===== src/rtl/ksz_bus_pkg.sv =====
// Shared types and constants for the KSZ8851 register-engine bus arbiter.
// Holds the engine state codes, the arbiter FSM encoding, the default
// timeout and the latched engine-command payload.
package ksz_bus_pkg;

  localparam int unsigned DEFAULT_TIMEOUT = 4096;
  localparam int unsigned TIMER_W         = 16;

  // Register-access engine state codes (as seen on its state output)
  localparam logic [3:0] ENG_ADDR0  = 4'b0000;
  localparam logic [3:0] ENG_ADDR1  = 4'b0001;
  localparam logic [3:0] ENG_ADDR2  = 4'b0010;
  localparam logic [3:0] ENG_ADDR3  = 4'b0011;
  localparam logic [3:0] ENG_READ1  = 4'b0100;
  localparam logic [3:0] ENG_READ2  = 4'b0101;
  localparam logic [3:0] ENG_WRITE0 = 4'b0110;
  localparam logic [3:0] ENG_WRITE1 = 4'b0111;
  localparam logic [3:0] ENG_WRITE2 = 4'b1000;
  localparam logic [3:0] ENG_WAIT   = 4'b1001;

  typedef enum logic [2:0] {
    IDLE  = 3'd0,
    ISSUE = 3'd1,
    BUSY  = 3'd2,
    DONE  = 3'd3,
    HOLD  = 3'd4
  } arb_state_e;

  // Command fields latched from the owning requester onto the engine
  typedef struct packed {
    logic        wr;
    logic        length;
    logic        dummy;
    logic [7:0]  offset;
    logic [15:0] wdata;
  } eng_cmd_t;

endpackage


===== src/rtl/ksz_bus_arbiter_rr_picker.sv =====
// Combinational round-robin selector.
// Ports: req (request vector), ptr (last winner); gnt_c (one-hot winner),
// idx_c (winner index), valid_c (any request present).
module rr_picker
  import ksz_bus_pkg::*;
#(
  parameter  int unsigned NREQ  = 3,
  localparam int unsigned IDX_W = (NREQ > 1) ? $clog2(NREQ) : 1
) (
  input  logic [NREQ-1:0]  req,
  input  logic [IDX_W-1:0] ptr,
  output logic [NREQ-1:0]  gnt_c,
  output logic [IDX_W-1:0] idx_c,
  output logic             valid_c
);

  // First asserted request searching upward from ptr+1, wrapping modulo NREQ
  always_comb begin
    int unsigned j;
    gnt_c   = '0;
    idx_c   = '0;
    valid_c = 1'b0;
    j       = 0;
    for (int unsigned i = 1; i <= NREQ; i++) begin
      j = (32'(ptr) + i) % NREQ;
      if (req[j] && !valid_c) begin
        gnt_c[j] = 1'b1;
        idx_c    = IDX_W'(j);
        valid_c  = 1'b1;
      end
    end
  end

endmodule


===== src/rtl/ksz_bus_arbiter.sv =====
// Round-robin arbiter sharing one KSZ8851 register-access engine between
// several sequencers, with lock-based grant retention and a command timeout.
// Ports: clk40m/reset; per-requester req, lock and command fields; gnt, ack
// and err per requester; rdata (last read result); engine command outputs
// NewCommand/WR/length/Dummy_Write/offset/writeData; engine readData/state.
module ksz_bus_arbiter
  import ksz_bus_pkg::*;
#(
  parameter int unsigned NREQ    = 3,
  parameter int unsigned TIMEOUT = DEFAULT_TIMEOUT
) (
  input  logic                clk40m,
  input  logic                reset,
  input  logic [NREQ-1:0]     req,
  input  logic [NREQ-1:0]     lock,
  input  logic [NREQ-1:0]     req_wr,
  input  logic [NREQ-1:0]     req_length,
  input  logic [NREQ-1:0]     req_dummy,
  input  logic [8*NREQ-1:0]   req_offset,
  input  logic [16*NREQ-1:0]  req_wdata,
  output logic [NREQ-1:0]     gnt,
  output logic [NREQ-1:0]     ack,
  output logic [NREQ-1:0]     err,
  output logic [15:0]         rdata,
  output logic                NewCommand,
  output logic                WR,
  output logic                length,
  output logic                Dummy_Write,
  output logic [7:0]          offset,
  output logic [15:0]         writeData,
  input  logic [15:0]         readData,
  input  logic [3:0]          state
);

  localparam int unsigned        IDX_W    = (NREQ > 1) ? $clog2(NREQ) : 1;
  localparam logic [TIMER_W-1:0] TMO_LAST = TIMER_W'(TIMEOUT - 1);

  arb_state_e         arb_q, arb_d;
  logic [IDX_W-1:0]   ptr_q, ptr_d, owner_q, owner_d, sel_idx, pick_idx;
  logic [NREQ-1:0]    gnt_q, gnt_d, ack_q, ack_d, err_q, err_d, pick_gnt;
  logic               pick_valid;
  logic [TIMER_W-1:0] timer_q, timer_d, timer_inc;
  logic [15:0]        rdata_q, rdata_d;
  logic               newcmd_q, newcmd_d;
  eng_cmd_t           cmd_q, cmd_d, sel_cmd;
  logic               eng_accepted, tmo_hit;

  rr_picker #(.NREQ(NREQ)) u_pick (
    .req     (req),
    .ptr     (ptr_q),
    .gnt_c   (pick_gnt),
    .idx_c   (pick_idx),
    .valid_c (pick_valid)
  );

  // Field mux: the arbitration winner in IDLE, the locked owner in HOLD
  always_comb begin
    sel_idx        = (arb_q == HOLD) ? owner_q : pick_idx;
    sel_cmd.wr     = req_wr[sel_idx];
    sel_cmd.length = req_length[sel_idx];
    sel_cmd.dummy  = req_dummy[sel_idx];
    sel_cmd.offset = req_offset[8*sel_idx +: 8];
    sel_cmd.wdata  = req_wdata[16*sel_idx +: 16];
  end

  assign eng_accepted = (state == ENG_READ1) || (state == ENG_WRITE1);
  assign tmo_hit      = (timer_q == TMO_LAST);
  assign timer_inc    = tmo_hit ? timer_q : timer_q + TIMER_W'(1);

  // Next-state and output logic
  always_comb begin
    arb_d    = arb_q;
    ptr_d    = ptr_q;
    owner_d  = owner_q;
    timer_d  = timer_q;
    gnt_d    = gnt_q;
    ack_d    = '0;
    err_d    = '0;
    rdata_d  = rdata_q;
    newcmd_d = newcmd_q;
    cmd_d    = cmd_q;

    case (arb_q)
      IDLE: begin
        if (pick_valid) begin
          gnt_d    = pick_gnt;
          owner_d  = pick_idx;
          ptr_d    = pick_idx;
          cmd_d    = sel_cmd;
          newcmd_d = 1'b1;
          timer_d  = '0;
          arb_d    = ISSUE;
        end
      end

      ISSUE: begin
        if (eng_accepted) begin
          newcmd_d = 1'b0;
          timer_d  = '0;
          arb_d    = BUSY;
        end else if (tmo_hit) begin
          err_d    = gnt_q;
          gnt_d    = '0;
          newcmd_d = 1'b0;
          arb_d    = IDLE;
        end else begin
          timer_d = timer_inc;
        end
      end

      BUSY: begin
        // The engine cannot be aborted, so a withdrawn req still completes
        if (state == ENG_WAIT) begin
          if (!cmd_q.wr) rdata_d = readData;
          ack_d = gnt_q;
          arb_d = DONE;
        end else if (tmo_hit) begin
          err_d = gnt_q;
          gnt_d = '0;
          arb_d = IDLE;
        end else begin
          timer_d = timer_inc;
        end
      end

      DONE: begin
        if (lock[owner_q]) begin
          arb_d = HOLD;
        end else begin
          gnt_d = '0;
          arb_d = IDLE;
        end
      end

      HOLD: begin
        // Lock release wins over a simultaneous request from the owner
        if (!lock[owner_q]) begin
          gnt_d = '0;
          arb_d = IDLE;
        end else if (req[owner_q]) begin
          cmd_d    = sel_cmd;
          newcmd_d = 1'b1;
          timer_d  = '0;
          arb_d    = ISSUE;
        end
      end

      default: begin
        gnt_d    = '0;
        newcmd_d = 1'b0;
        arb_d    = IDLE;
      end
    endcase
  end

  // State register
  always_ff @(posedge clk40m or posedge reset) begin
    if (reset) begin
      arb_q    <= IDLE;
      ptr_q    <= IDX_W'(NREQ - 1);
      owner_q  <= '0;
      timer_q  <= '0;
      gnt_q    <= '0;
      ack_q    <= '0;
      err_q    <= '0;
      rdata_q  <= '0;
      newcmd_q <= 1'b0;
      cmd_q    <= '0;
    end else begin
      arb_q    <= arb_d;
      ptr_q    <= ptr_d;
      owner_q  <= owner_d;
      timer_q  <= timer_d;
      gnt_q    <= gnt_d;
      ack_q    <= ack_d;
      err_q    <= err_d;
      rdata_q  <= rdata_d;
      newcmd_q <= newcmd_d;
      cmd_q    <= cmd_d;
    end
  end

  assign gnt         = gnt_q;
  assign ack         = ack_q;
  assign err         = err_q;
  assign rdata       = rdata_q;
  assign NewCommand  = newcmd_q;
  assign WR          = cmd_q.wr;
  assign length      = cmd_q.length;
  assign Dummy_Write = cmd_q.dummy;
  assign offset      = cmd_q.offset;
  assign writeData   = cmd_q.wdata;

endmodule

===== config.mk =====
export PLATFORM = sky130hd
export DESIGN_NAME = ksz_bus_arbiter
export DESIGN_NICKNAME = d
export VERILOG_FILES = /design/src/rtl/ksz_bus_pkg.sv /design/src/rtl/ksz_bus_arbiter_rr_picker.sv /design/src/rtl/ksz_bus_arbiter.sv
export SDC_FILE = /design/constraint.sdc
export NUM_CORES = 1
export LEC_CHECK = 0
export ABC_AREA = 1
export CAP_MARGIN = 20
export CORE_MARGIN = 3
export CORE_UTILIZATION = 50
export DETAILED_ROUTE_END_ITERATION = 8
export PLACE_DENSITY = 0.86
export SYNTH_ARGS = -nofsm -noshare
export SYNTH_HDL_FRONTEND = slang
export SYNTH_SLANG_ARGS = --single-unit

===== constraint.sdc =====
create_clock -name clk40m -period 6.13 [get_ports clk40m]
set_clock_uncertainty 0.1 [all_clocks]
set_input_delay 0.9195 -clock clk40m [delete_from_list [all_inputs] [get_ports clk40m]]
set_output_delay 0.9195 -clock clk40m [all_outputs]
set_load 0.05 [all_outputs]

## After elaboration in Yosys (flattened, before gate mapping)

Index checks and enable logic that the tools add are counted.

| operators by class | value |
|---|---|
| $add $sub $neg | 4 |
| div/mod/pow operators | 3 |
| order comparisons | 8 |
| equality and inequality tests | 16 |
| shifts and indexed selects | 2 |
| multiplexer cells | 69 |
| bitwise logic cells | 4 |
| reductions and logical operators | 20 |

Operators by type and width:

| kind | number |
|---|---|
| 32-bit by 1-bit greater-or-equal comparator with 1-bit output (second input constant) | 3 |
| 32-bit by 3-bit < comparator with 1-bit output (second input constant) | 3 |
| 32-bit by 2-bit remainder unit with 32-bit output (second input constant) | 3 |
| 16-bit 2-to-1 mux | 6 |
| 27-bit 2-to-1 mux | 3 |
| 16-bit one-hot mux with 4 select lines | 1 |
| 3-bit 2-to-1 mux | 20 |
| 27-bit one-hot mux with 2 select lines | 1 |
| 48-bit by 7-bit indexed part select with 16-bit output | 1 |
| 24-bit by 6-bit indexed part select with 8-bit output | 1 |
| 1-bit 2-to-1 mux | 19 |
| 16-bit by 1-bit adder with 16-bit output (second input constant) | 1 |
| 1-bit binary-select mux with 2-bit select | 8 |
| 16-bit by 12-bit equality test with 1-bit output (second input constant) | 1 |
| 3-bit one-hot mux with 5 select lines | 1 |
| 3-bit one-hot mux with 4 select lines | 1 |
| 5-bit AND reduction | 2 |
| 4-bit by 3-bit equality test with 1-bit output (second input constant) | 2 |
| 2-bit 2-to-1 mux | 4 |
| 2-bit != test (second input constant) | 4 |
| 4-bit AND reduction | 2 |
| 2-bit by 2-bit adder with 3-bit output (second input constant) | 2 |
| 1-bit demux with 2-bit select | 3 |
| 3-bit by 2-bit equality test with 1-bit output (second input constant) | 2 |
| 21 further kinds | 32 |

| storage, ports and cells | value |
|---|---|
| register bits | 76 |
| input bits | 109 |
| output and inout port bits | 53 |
| logic and storage cells | 140 |

## Logic depth before layout (Yosys ltp)

Gate-level depths: netlist of the first run.

| depth | value |
|---|---|
| word-level depth | 17 |
| mapped depth | 18 |
| mapped depth without buffers | 16 |

## By module

Synthesis of the first run repeated with hierarchy kept, for this count alone.

| second synthesis, totals | value |
|---|---|
| cell total of the unflattened synthesis | 677 |
| area, all modules | 4760.8 sq um |

By module, submodules not included:

| module | instances | cells each | area an instance (sq um) | sequential area each (sq um) |
|---|---|---|---|---|
| ksz_bus_arbiter | 1 | 618 | 4443.0 | 1878.1 |
| rr_picker | 1 | 59 | 317.8 | 0.0 |

## Worst setup path before layout of the first run

No wires, ideal clock.

| timing path | value |
|---|---|
| path kind | register to register |
| from | register ptr_q[1] |
| to | register cmd_q, in the netlist offset[1] |
| setup time | 0.118 ns |
| arrival time | 2.057 ns |
| required time | 5.912 ns |
| path slack | 3.856 ns |
| cell stages (with the launch flop) | 17 |
| buffers on the path | 2 |
| clock period less this slack | 2.274 ns |
| cell sequence | dfstp_2 > inv_1 > ha_1 > buf_6 > o21ai_2 > nand2_4 > nand2_2 > nand2_1 > nand2_2 > nand2_2 > nand2_4 > buf_4 > nand3_1 > nand3_1 > nand2_1 > nand2_1 > nand2_1 |

| on the way | value |
|---|---|
| word-level cells in the longest chain between the ends | 16 |
| elaborated cells between the ends (all ways) | 30 |
| those cells by class | add/sub (3); div (3); eq/ne (1); shift (1); mux (17); reduce/logical (5) |

Ends and longest elaborated chain:

| what | line | source |
|---|---|---|
| from (decl) | ksz_bus_arbiter.sv:39 | `logic [IDX_W-1:0] ptr_q, ptr_d, owner_q, owner_d, sel_idx, pick_idx;` |
| from (signal assigned) | ksz_bus_arbiter.sv:160 | `ptr_q <= IDX_W'(NREQ - 1);` |
| from (signal assigned) | ksz_bus_arbiter.sv:171 | `ptr_q <= ptr_d;` |
| 2-bit by 1-bit adder with 3-bit output | ksz_bus_arbiter_rr_picker.sv:25 | `j = (32'(ptr) + i) % NREQ;` |
| 32-bit by 2-bit remainder unit with 32-bit output | ksz_bus_arbiter_rr_picker.sv:25 |  |
| 1-bit binary-select mux with 2-bit select | ksz_bus_arbiter_rr_picker.sv:26 | `if (req[j] && !valid_c) begin` |
| 1-bit 2-to-1 mux (not written as such) | ksz_bus_arbiter_rr_picker.sv:26 |  |
| 1-bit 2-to-1 mux | ksz_bus_arbiter_rr_picker.sv:26 |  |
| 1-bit logical NOT | ksz_bus_arbiter_rr_picker.sv:26 |  |
| 1-bit logical AND | ksz_bus_arbiter_rr_picker.sv:26 |  |
| 1-bit 2-to-1 mux | ksz_bus_arbiter_rr_picker.sv:26 |  |
| 1-bit logical NOT | ksz_bus_arbiter_rr_picker.sv:26 |  |
| 1-bit logical AND | ksz_bus_arbiter_rr_picker.sv:26 |  |
| 2-bit 2-to-1 mux | ksz_bus_arbiter_rr_picker.sv:26 |  |
| 2-bit 2-to-1 mux | ksz_bus_arbiter.sv:58 | `sel_idx = (arb_q == HOLD) ? owner_q : pick_idx;` |
| 24-bit by 6-bit indexed part select with 8-bit output | ksz_bus_arbiter.sv:62 | `sel_cmd.offset = req_offset[8*sel_idx +: 8];` |
| 27-bit 2-to-1 mux | ksz_bus_arbiter.sv:140 | `end else if (req[owner_q]) begin` |
| 27-bit 2-to-1 mux | ksz_bus_arbiter.sv:137 | `if (!lock[owner_q]) begin` |
| 27-bit one-hot mux with 2 select lines | ksz_bus_arbiter.sv:83 | `case (arb_q)` |
| to (signal assigned) | ksz_bus_arbiter.sv:179 | `cmd_q <= cmd_d;` |
| to (decl) | ksz_bus_arbiter.sv:45 | `eng_cmd_t cmd_q, cmd_d, sel_cmd;` |

Several ways; a longest one is shown, not always the timed one. The select of a mux whose other input is x is not followed.
A chain may end at the register's enable or synchronous reset.

## Worst setup path in the final report of the first run

| timing path | value |
|---|---|
| from | input port req[0] |
| to | register cmd_q, in the netlist length |

| on the way | value |
|---|---|
| word-level cells in the longest chain between the ends | 15 |
| elaborated cells between the ends (all ways) | 28 |
| those cells by class | eq/ne (2); mux (21); reduce/logical (5) |

Ends and longest elaborated chain:

| what | line | source |
|---|---|---|
| from (decl) | ksz_bus_arbiter.sv:14 | `input logic [NREQ-1:0] req,` |
| 1-bit binary-select mux with 2-bit select | ksz_bus_arbiter_rr_picker.sv:26 |  |
| 1-bit 2-to-1 mux (not written as such) | ksz_bus_arbiter_rr_picker.sv:26 |  |
| 1-bit 2-to-1 mux | ksz_bus_arbiter_rr_picker.sv:26 |  |
| 1-bit logical NOT | ksz_bus_arbiter_rr_picker.sv:26 |  |
| 1-bit logical AND | ksz_bus_arbiter_rr_picker.sv:26 |  |
| 1-bit 2-to-1 mux | ksz_bus_arbiter_rr_picker.sv:26 |  |
| 1-bit logical NOT | ksz_bus_arbiter_rr_picker.sv:26 |  |
| 1-bit logical AND | ksz_bus_arbiter_rr_picker.sv:26 |  |
| 2-bit 2-to-1 mux | ksz_bus_arbiter_rr_picker.sv:26 |  |
| 2-bit 2-to-1 mux | ksz_bus_arbiter.sv:58 |  |
| 1-bit binary-select mux with 2-bit select | ksz_bus_arbiter.sv:60 | `sel_cmd.length = req_length[sel_idx];` |
| 1-bit 2-to-1 mux (not written as such) | ksz_bus_arbiter.sv:60 |  |
| 27-bit 2-to-1 mux | ksz_bus_arbiter.sv:140 |  |
| 27-bit 2-to-1 mux | ksz_bus_arbiter.sv:137 |  |
| 27-bit one-hot mux with 2 select lines | ksz_bus_arbiter.sv:83 |  |

Several ways; a longest one is shown, not always the timed one. The select of a mux whose other input is x is not followed.

==> summary.txt, run 1 <==
===============================================================================================
Final setup violation count ......................................................            0
Number of clock sinks ............................................................           75
Worst slew margin relative to its limit ..........................................        36.9%
Total iterations of the first detailed-routing run ...............................            6
Cell with the largest stage delay on the worst path .............................. sky130_fd_sc_hd__clkdlybuf4s50_1
Clock input transition at the sequential cells of the worst setup and hold paths .      0.08 ns
Setup repair after global routing missed its margin ..............................        false
Worst setup timing slack at the placement stage ..................................      2.80 ns
Number of buffers added by the clock tree synthesis step .........................            9
Post-CTS Setup Inserts ...........................................................            0
Number of cell instances on the worst register-to-register path ..................           14
Remaining global-route overflow ..................................................            0
Endpoint kind of the worst setup timing path .....................................     register
Critical path class .............................................................. primary input to register
Setup tns final ..................................................................         0 ns
Starting density of the core .....................................................        51.6%
Boundary pin count ...............................................................          162
R2R setup slack ..................................................................      3.10 ns
Via count of the first global-routing pass .......................................        5,080
Final setup margin ...............................................................      3.06 ns
Initial antenna violation count ..................................................            0
Maximum clock frequency ..........................................................      326 MHz
Sequential cell area fraction in the yosys report ................................        37.1%
Sort of element at the start of the critical path ................................ primary input
Cell internal power dissipation ..................................................      1.64 mW
Maximum number of pins on one net before global-route repair .....................           76
Final Hold Violating Endpoints ...................................................            0
Warnings, synthesis ..............................................................            0
Synth Flop Type .................................................................. sky130_fd_sc_hd__dfrtp_1
TritonCTS clock tree .............................................................        built
Number of cells on the worst hold path ...........................................            2
Crit path required time ..........................................................      6.31 ns
Critical path fanouts, max .......................................................           28
Count of vias placed by the detailed router ......................................        5,251
Cell at the root of the clock tree ............................................... sky130_fd_sc_hd__clkbuf_8
Area of the placeable core .......................................................     9820 µm²
Standard-cell row count ..........................................................           36
Number of design-rule violations left by the first detailed-router iteration .....          295
Sequential share of power ........................................................        20.8%
Number of nets in the finished design ............................................          952
Reported net switching power .....................................................      2.02 mW
Number of nets with antenna violations after detailed routing ....................            0
Clock power share ................................................................        11.7%
PD cells .........................................................................   531 nW/µm²
Footprint of the flip-flops and latches ..........................................     1880 µm²
Mean post-synth cell area ........................................................     7.34 µm²
Vias per std cell ................................................................         5.38
Total standard cell area after synthesis .........................................     5070 µm²
Final wirelength .................................................................    14,600 µm
Number of synthesized flops with an enable pin ...................................            0
Path type of the worst min-delay path ............................................ register to register
Die area .........................................................................   11,400 µm²
Average wire per standard cell ...................................................      14.9 µm
Synthesized net count ............................................................          804
Layout cell share with drive strength beyond 1 ...................................        11.3%
Final worst path period share ....................................................        50.1%
Gate Count Post-Synth ............................................................          690
Number of H-tree levels ..........................................................            3
Post-detailed-placement half-perimeter wirelength ................................    10,900 µm
Reg-to-reg critical path endpoint ................................................ length$_DFFE_PP0P_
Worst r2r src .................................................................... ptr_q[1]$_DFFE_PP1P_
Latest clock arrival within the worst-skew pair ..................................      0.34 ns
Sink of the worst hold path ...................................................... writeData[4]$_DFFE_PP0P_
Die width ........................................................................       107 µm
Library cell appearing most often on the critical path ........................... sky130_fd_sc_hd__nand2_1
Transition time of the tightest slew-check pin ...................................     0.944 ns
Die outline height ...............................................................       107 µm
Run status .......................................................................    completed
Layout fillers ...................................................................          824
Maximum vdd drop .................................................................     0.366 mV
Launch point of the worst hold path .............................................. writeData[4]$_DFFE_PP0P_
Placement Cell Area ..............................................................     6660 µm²
Total chip power .................................................................      3.66 mW
Resized cells post-CTS ...........................................................            0
Buffers & Inverters on Critical Path .............................................            2
Worst Path Arrival ...............................................................      3.25 ns
Area of combinational cells with multiple inputs .................................     2580 µm²
Max Transition Viols Final .......................................................            0
Cell class contributing the biggest share of worst-path delay .................... simple AND/OR/NAND/NOR gates
Fraction of synthesis flops using an asynchronous set or reset pin ...............         100%
Leak Pwr .........................................................................      3.50 nW
Weighted congestion reported at the end of routability-driven placement ..........        0.916
Number of buffers inserted for hold repair after clock tree synthesis ............            0
Number of maximum-capacitance constraint violations ..............................            0
Fin area .........................................................................     6890 µm²
FF+latch count, synth ............................................................           75
Yosys cell types .................................................................           44
Final worst path period need .....................................................      3.07 ns
Final Hold Slack .................................................................     0.383 ns
Portion of total power attributed to combinational logic .........................        67.4%
Cell chain of the critical path .................................................. clkdlybuf4s50_1, inv_1, nand2_1, nand3_1, nand2_1, nand3_1, nand2_2, nand3_4, nand2_4, nand3_1, nand2_1, nand2_1, nand2_1
Global-route wire length before repair ...........................................    24,300 µm
Residual DRC .....................................................................            0
Fraction of power spent switching nets ...........................................        55.1%
GRT Resource Usage Total .........................................................        26.1%
Antenna fix cells ................................................................            0
Maximum buffer depth of the clock tree ...........................................            2
IO buf count .....................................................................          161
Layout area overhead .............................................................        35.9%
Delay of the slowest cell on the worst path ......................................      0.54 ns
===============================================================================================
==> Yosys cell counts (all sizes together), types with 6 or more instances <==
cell type | number | area (µm²)
buf | 19 | 168
clkbuf | 6 | 22.5
dfrtp | 74 | 1850
inv | 110 | 415
mux2 | 16 | 218
nand2 | 218 | 902
nand3 | 146 | 853
nand4 | 9 | 62.6
nor2 | 27 | 114
nor3 | 8 | 40.0
o21ai | 22 | 121
xor2 | 8 | 70.1
==> placed cells by master (no fill, tap or decap), types with 9 or more instances in the layout <==
cell and instances:
sky130_fd_sc_hd__clkbuf_8 9, sky130_fd_sc_hd__clkdlybuf4s50_1 161, sky130_fd_sc_hd__dfrtp_1 74, sky130_fd_sc_hd__inv_1 98, sky130_fd_sc_hd__inv_2 11, sky130_fd_sc_hd__mux2_4 10, sky130_fd_sc_hd__nand2_1 202, sky130_fd_sc_hd__nand2_2 9
sky130_fd_sc_hd__nand3_1 123, sky130_fd_sc_hd__nand3_2 22, sky130_fd_sc_hd__nor2_1 24, sky130_fd_sc_hd__o21ai_0 13
==> flip-flops by register name, indices dropped and copies added, names as in the netlist <==
name / flops
writeData: 16
gnt: 3
NewCommand: 1
ack: 3
Dummy_Write: 1
rdata: 16
err: 3
WR: 1
owner_q: 1
offset: 8
timer_q: 16
ptr_q: 2
arb_q: 3
length: 1
==> power groups by stage <==
stage,Combinational (mW),Clock [mW],Sequential [mW]
after floorplan,1.56,0,1.14
after global placement,2.37,0,0.765
after detailed placement,2.44,0,0.765
after CTS,2.45,0.435,0.760
after global routing,2.71,0.458,0.778
final,2.46,0.429,0.762
==> cell type report <==
class / instances / area share, %
Tap cell: 133 / 2.42
Multi-Input combinational cell: 479 / 37.5
Sequential cell: 75 / 27.3
Inverter: 111 / 6.09
Timing Repair Buffer: 162 / 23.5
Clock inverter: 7 / 1.45
Clock buffer: 9 / 1.80
==> logic make-up after synthesis <==
kind of cell,share of synthesized area [%]
compound gates,4.44
xor+xnor,1.38
fa+ha+maj,1.23
buf+inv,12.0
flops,37.1
mux,4.30
simple gates,39.6
==> worst register-to-register path, delay by kind of cell (launching register included) <==
kind	cells	cell delay (ns)
flip-flops	1	0.55
buffers and inverters	2	0.15
AND/OR/NAND/NOR	11	1.68
adder cells (fa/ha/maj)	1	0.49
==> per-layer routing <==
metal  vias to the layer above  wire (µm)  global-route usage (%)
li1                       2496          -                       -
met4                         0        333                    7.12
met2                       255       7140                    44.0
met3                        26       1100                    4.70
met5                         -          0                       0
met1                      2474       6010                    34.5
==> stage by stage <==
step,utilization (%),cells
floorplan,-,690
detailed placement,67.9,960
finish,70.1,976
global placement,67.9,960
CTS,70.1,976
global route,70.1,976
==> worst max-delay path by stage <==
stage | to | from | depth (start not counted) | slack [ns]
after floorplan | Dummy_Write$_DFFE_PP0P_ | reset | 1 | 3.20
after global placement | WR$_DFFE_PP0P_ | req[2] | 13 | 2.89
after detailed placement | offset[0]$_DFFE_PP0P_ | req[2] | 13 | 2.80
after CTS | WR$_DFFE_PP0P_ | ptr_q[1]$_DFFE_PP1P_ | 14 | 3.12
after global routing | writeData[12]$_DFFE_PP0P_ | req[1] | 13 | 2.86
final | length$_DFFE_PP0P_ | req[0] | 13 | 3.06
No activity file was read; power rests on OpenSTA's default activity.
==> run 2: changes to the inputs <==
Settings changed: CORE_UTILIZATION 50 to 47, PLACE_DENSITY 0.86 to 0.81.
Clock period 6.13 ns to 2.9 ns, I/O delays scaled along.
==> summary.txt, run 2 (synthesis results as in run 1) <==
===============================================================================================
Run status .......................................................................    completed   unchanged
Boundary pin count ...............................................................          162   unchanged
Maximum vdd drop .................................................................      1.04 mV   was 0.366 mV
Portion of total power attributed to combinational logic .........................        68.2%   was 67.4%
Path type of the worst min-delay path ............................................ primary input to asynchronous set/reset pin   was register to register
Standard-cell row count ..........................................................           37   was 36
Initial antenna violation count ..................................................            0   unchanged
Total iterations of the first detailed-routing run ...............................            5   was 6
Layout cell share with drive strength beyond 1 ...................................        12.2%   was 11.3%
Post-detailed-placement half-perimeter wirelength ................................    11,300 µm   was 10,900 µm
TritonCTS clock tree .............................................................        built   unchanged
Residual DRC .....................................................................            0   unchanged
Critical path fanouts, max .......................................................           27   was 28
Global-route wire length before repair ...........................................    23,500 µm   was 24,300 µm
Number of clock sinks ............................................................           75   unchanged
Count of vias placed by the detailed router ......................................        5,146   was 5,251
Remaining global-route overflow ..................................................            0   unchanged
Total chip power .................................................................      7.71 mW   was 3.66 mW
Number of H-tree levels ..........................................................            3   unchanged
Final setup violation count ......................................................            0   unchanged
Crit path required time ..........................................................      3.04 ns   was 6.31 ns
Setup tns final ..................................................................         0 ns   unchanged
Number of design-rule violations left by the first detailed-router iteration .....          376   was 295
Final wirelength .................................................................    14,500 µm   was 14,600 µm
Worst setup timing slack at the placement stage ..................................     0.219 ns   was 2.80 ns
R2R setup slack ..................................................................      0.21 ns   was 3.10 ns
IO buf count .....................................................................          161   unchanged
Number of maximum-capacitance constraint violations ..............................            0   unchanged
Number of cell instances on the worst register-to-register path ..................           14   unchanged
Number of nets in the finished design ............................................          960   was 952
Post-CTS Setup Inserts ...........................................................            0   unchanged
PD cells .........................................................................  1110 nW/µm²   was 531 nW/µm²
Most used cells in the layout excluding fill and tap cells ....................... 202 x sky130_fd_sc_hd__nand2_1, 161 x sky130_fd_sc_hd__clkdlybuf4s50_1, 123 x sky130_fd_sc_hd__nand3_1   unchanged
Maximum buffer depth of the clock tree ...........................................            2   unchanged
Clock power share ................................................................        10.9%   was 11.7%
Die area .........................................................................   12,100 µm²   was 11,400 µm²
Sequential share of power ........................................................        20.9%   was 20.8%
Latest clock arrival within the worst-skew pair ..................................      0.35 ns   was 0.34 ns
Fraction of power spent switching nets ...........................................        54.9%   was 55.1%
Die width ........................................................................       110 µm   was 107 µm
Number of nets with antenna violations after detailed routing ....................            0   unchanged
Die outline height ...............................................................       110 µm   was 107 µm
Reg-to-reg critical path endpoint ................................................ offset[5]$_DFFE_PP0P_   was length$_DFFE_PP0P_
Placement Cell Area ..............................................................     6750 µm²   was 6660 µm²
Final worst path period share ....................................................        92.9%
Final core utilization ...........................................................        66.8%   was 70.1%
Area of the placeable core .......................................................   10,400 µm²   was 9820 µm²
Final setup margin ...............................................................     0.206 ns   was 3.06 ns
Cell at the root of the clock tree ............................................... sky130_fd_sc_hd__clkbuf_8   unchanged
Setup repair after global routing missed its margin ..............................        false   unchanged
Worst Path Arrival ...............................................................      2.83 ns   was 3.25 ns
Starting density of the core .....................................................        48.6%   was 51.6%
Cell internal power dissipation ..................................................      3.48 mW   was 1.64 mW
Maximum clock frequency ..........................................................      371 MHz
Endpoint kind of the worst setup timing path .....................................     register   unchanged
Average wire per standard cell ...................................................      14.6 µm   was 14.9 µm
Fin area .........................................................................     6960 µm²   was 6890 µm²
Number of buffers added by the clock tree synthesis step .........................            9   unchanged
Commonest non-fill, non-tap cell in the layout ................................... sky130_fd_sc_hd__nand2_1   unchanged
Antenna fix cells ................................................................            0   unchanged
Clock input transition at the sequential cells of the worst setup and hold paths .      0.08 ns   about the same
Vias per std cell ................................................................         5.21   was 5.38
Critical path class .............................................................. register to register   was primary input to register
Weighted congestion reported at the end of routability-driven placement ..........        0.908   was 0.916
Layout area overhead .............................................................        37.4%   was 35.9%
GRT Resource Usage Total .........................................................        24.5%   was 26.1%
Reported net switching power .....................................................      4.23 mW   was 2.02 mW
Maximum number of pins on one net before global-route repair .....................           29   was 76
Worst slew margin relative to its limit ..........................................        41.8%   was 36.9%
Leak Pwr .........................................................................      3.54 nW   was 3.50 nW
Sort of element at the start of the critical path ................................     register   was primary input
Via count of the first global-routing pass .......................................        5,009   was 5,080
Final worst path period need .....................................................      2.69 ns
Worst r2r src .................................................................... ptr_q[1]$_DFFE_PP1P_   unchanged
Final Hold Violating Endpoints ...................................................            0   unchanged
Transition time of the tightest slew-check pin ...................................     0.873 ns   was 0.944 ns
Layout fillers ...................................................................          862   was 824
Max Transition Viols Final .......................................................            0   unchanged
===============================================================================================
[run 2: critical path, stage by stage (launching register included)]
cell and delay (ns):
sky130_fd_sc_hd__dfstp_2 0.55, sky130_fd_sc_hd__inv_1 0.07, sky130_fd_sc_hd__ha_2 0.44, sky130_fd_sc_hd__inv_4 0.07
sky130_fd_sc_hd__nand2_2 0.07, sky130_fd_sc_hd__nand3_2 0.09, sky130_fd_sc_hd__nand2_4 0.12, sky130_fd_sc_hd__nand4_2 0.17
sky130_fd_sc_hd__nand3_4 0.14, sky130_fd_sc_hd__buf_4 0.30, sky130_fd_sc_hd__nand3_1 0.12, sky130_fd_sc_hd__nand3_1 0.15
sky130_fd_sc_hd__nand2_1 0.07, sky130_fd_sc_hd__nand2_1 0.06, sky130_fd_sc_hd__nand2_1 0.05
[run 2: cell type report]
| class | count | area, µm² | area share [%] |
|---|---|---|---|
| Multi-Input combinational cell | 479 | 2580 | 37.1 |
| Sequential cell | 75 | 1880 | 27.0 |
| Timing Repair Buffer | 170 | 1700 | 24.5 |
| Inverter | 111 | 419 | 6.02 |
| Tap cell | 136 | 170 | 2.44 |
| Clock buffer | 10 | 138 | 1.98 |
| Clock inverter | 6 | 71.3 | 1.02 |
[run 2: timing repair]
action / CTS / global route
hold buffers: 0 / 0
resized for setup: 0 / 1
setup endpoints to repair: 0 / 6
[run 2: metal layers]
metal | GRT usage, % | share of wire (%)
met3 | 5.46 | 8.8
met2 | 39.8 | 49
met1 | 32.1 | 40
met5 | 0 | 0
met4 | 8.82 | 2.1
[run 2: power by group through the flow]
stage | sequential [mW] | clock, mW | combinational (mW)
after global routing | 1.64 | 0.901 | 5.78
after global placement | 1.61 | 0 | 5.10
after CTS | 1.61 | 0.856 | 5.23
after floorplan | 2.40 | 0 | 3.31
after detailed placement | 1.62 | 0 | 5.22
final | 1.61 | 0.838 | 5.26
[run 2: worst max-delay path by stage]
| stage | from | endpoint | slack, ns | cells after the start |
|---|---|---|---|---|
| after global placement | ptr_q[1]$_DFFE_PP1P_ | offset[5]$_DFFE_PP0P_ | 0.34 | 16 |
| after floorplan | reset | Dummy_Write$_DFFE_PP0P_ | 0.46 | 1 |
| final | ptr_q[1]$_DFFE_PP1P_ | offset[5]$_DFFE_PP0P_ | 0.21 | 14 |
| after global routing | ptr_q[1]$_DFFE_PP1P_ | offset[5]$_DFFE_PP0P_ | 0.04 | 16 |
| after CTS | ptr_q[1]$_DFFE_PP1P_ | offset[5]$_DFFE_PP0P_ | 0.19 | 14 |
| after detailed placement | ptr_q[1]$_DFFE_PP1P_ | offset[5]$_DFFE_PP0P_ | 0.22 | 14 |
[run 2: through the flow]
stage	std cells	hold slack [ns]
2_1_floorplan	690	0.412
6_report	987	0.376
3_5_place_dp	971	0.368
3_3_place_gp	971	0.364
5_1_grt	987	0.405
4_1_cts	987	0.390
==> run 3: changes to the inputs <==
Settings changed: SKIP_CTS_REPAIR_TIMING from default to 1.
==> results of run 3 <==
The final DEF is identical to that of run 2; final timing and power are the same.
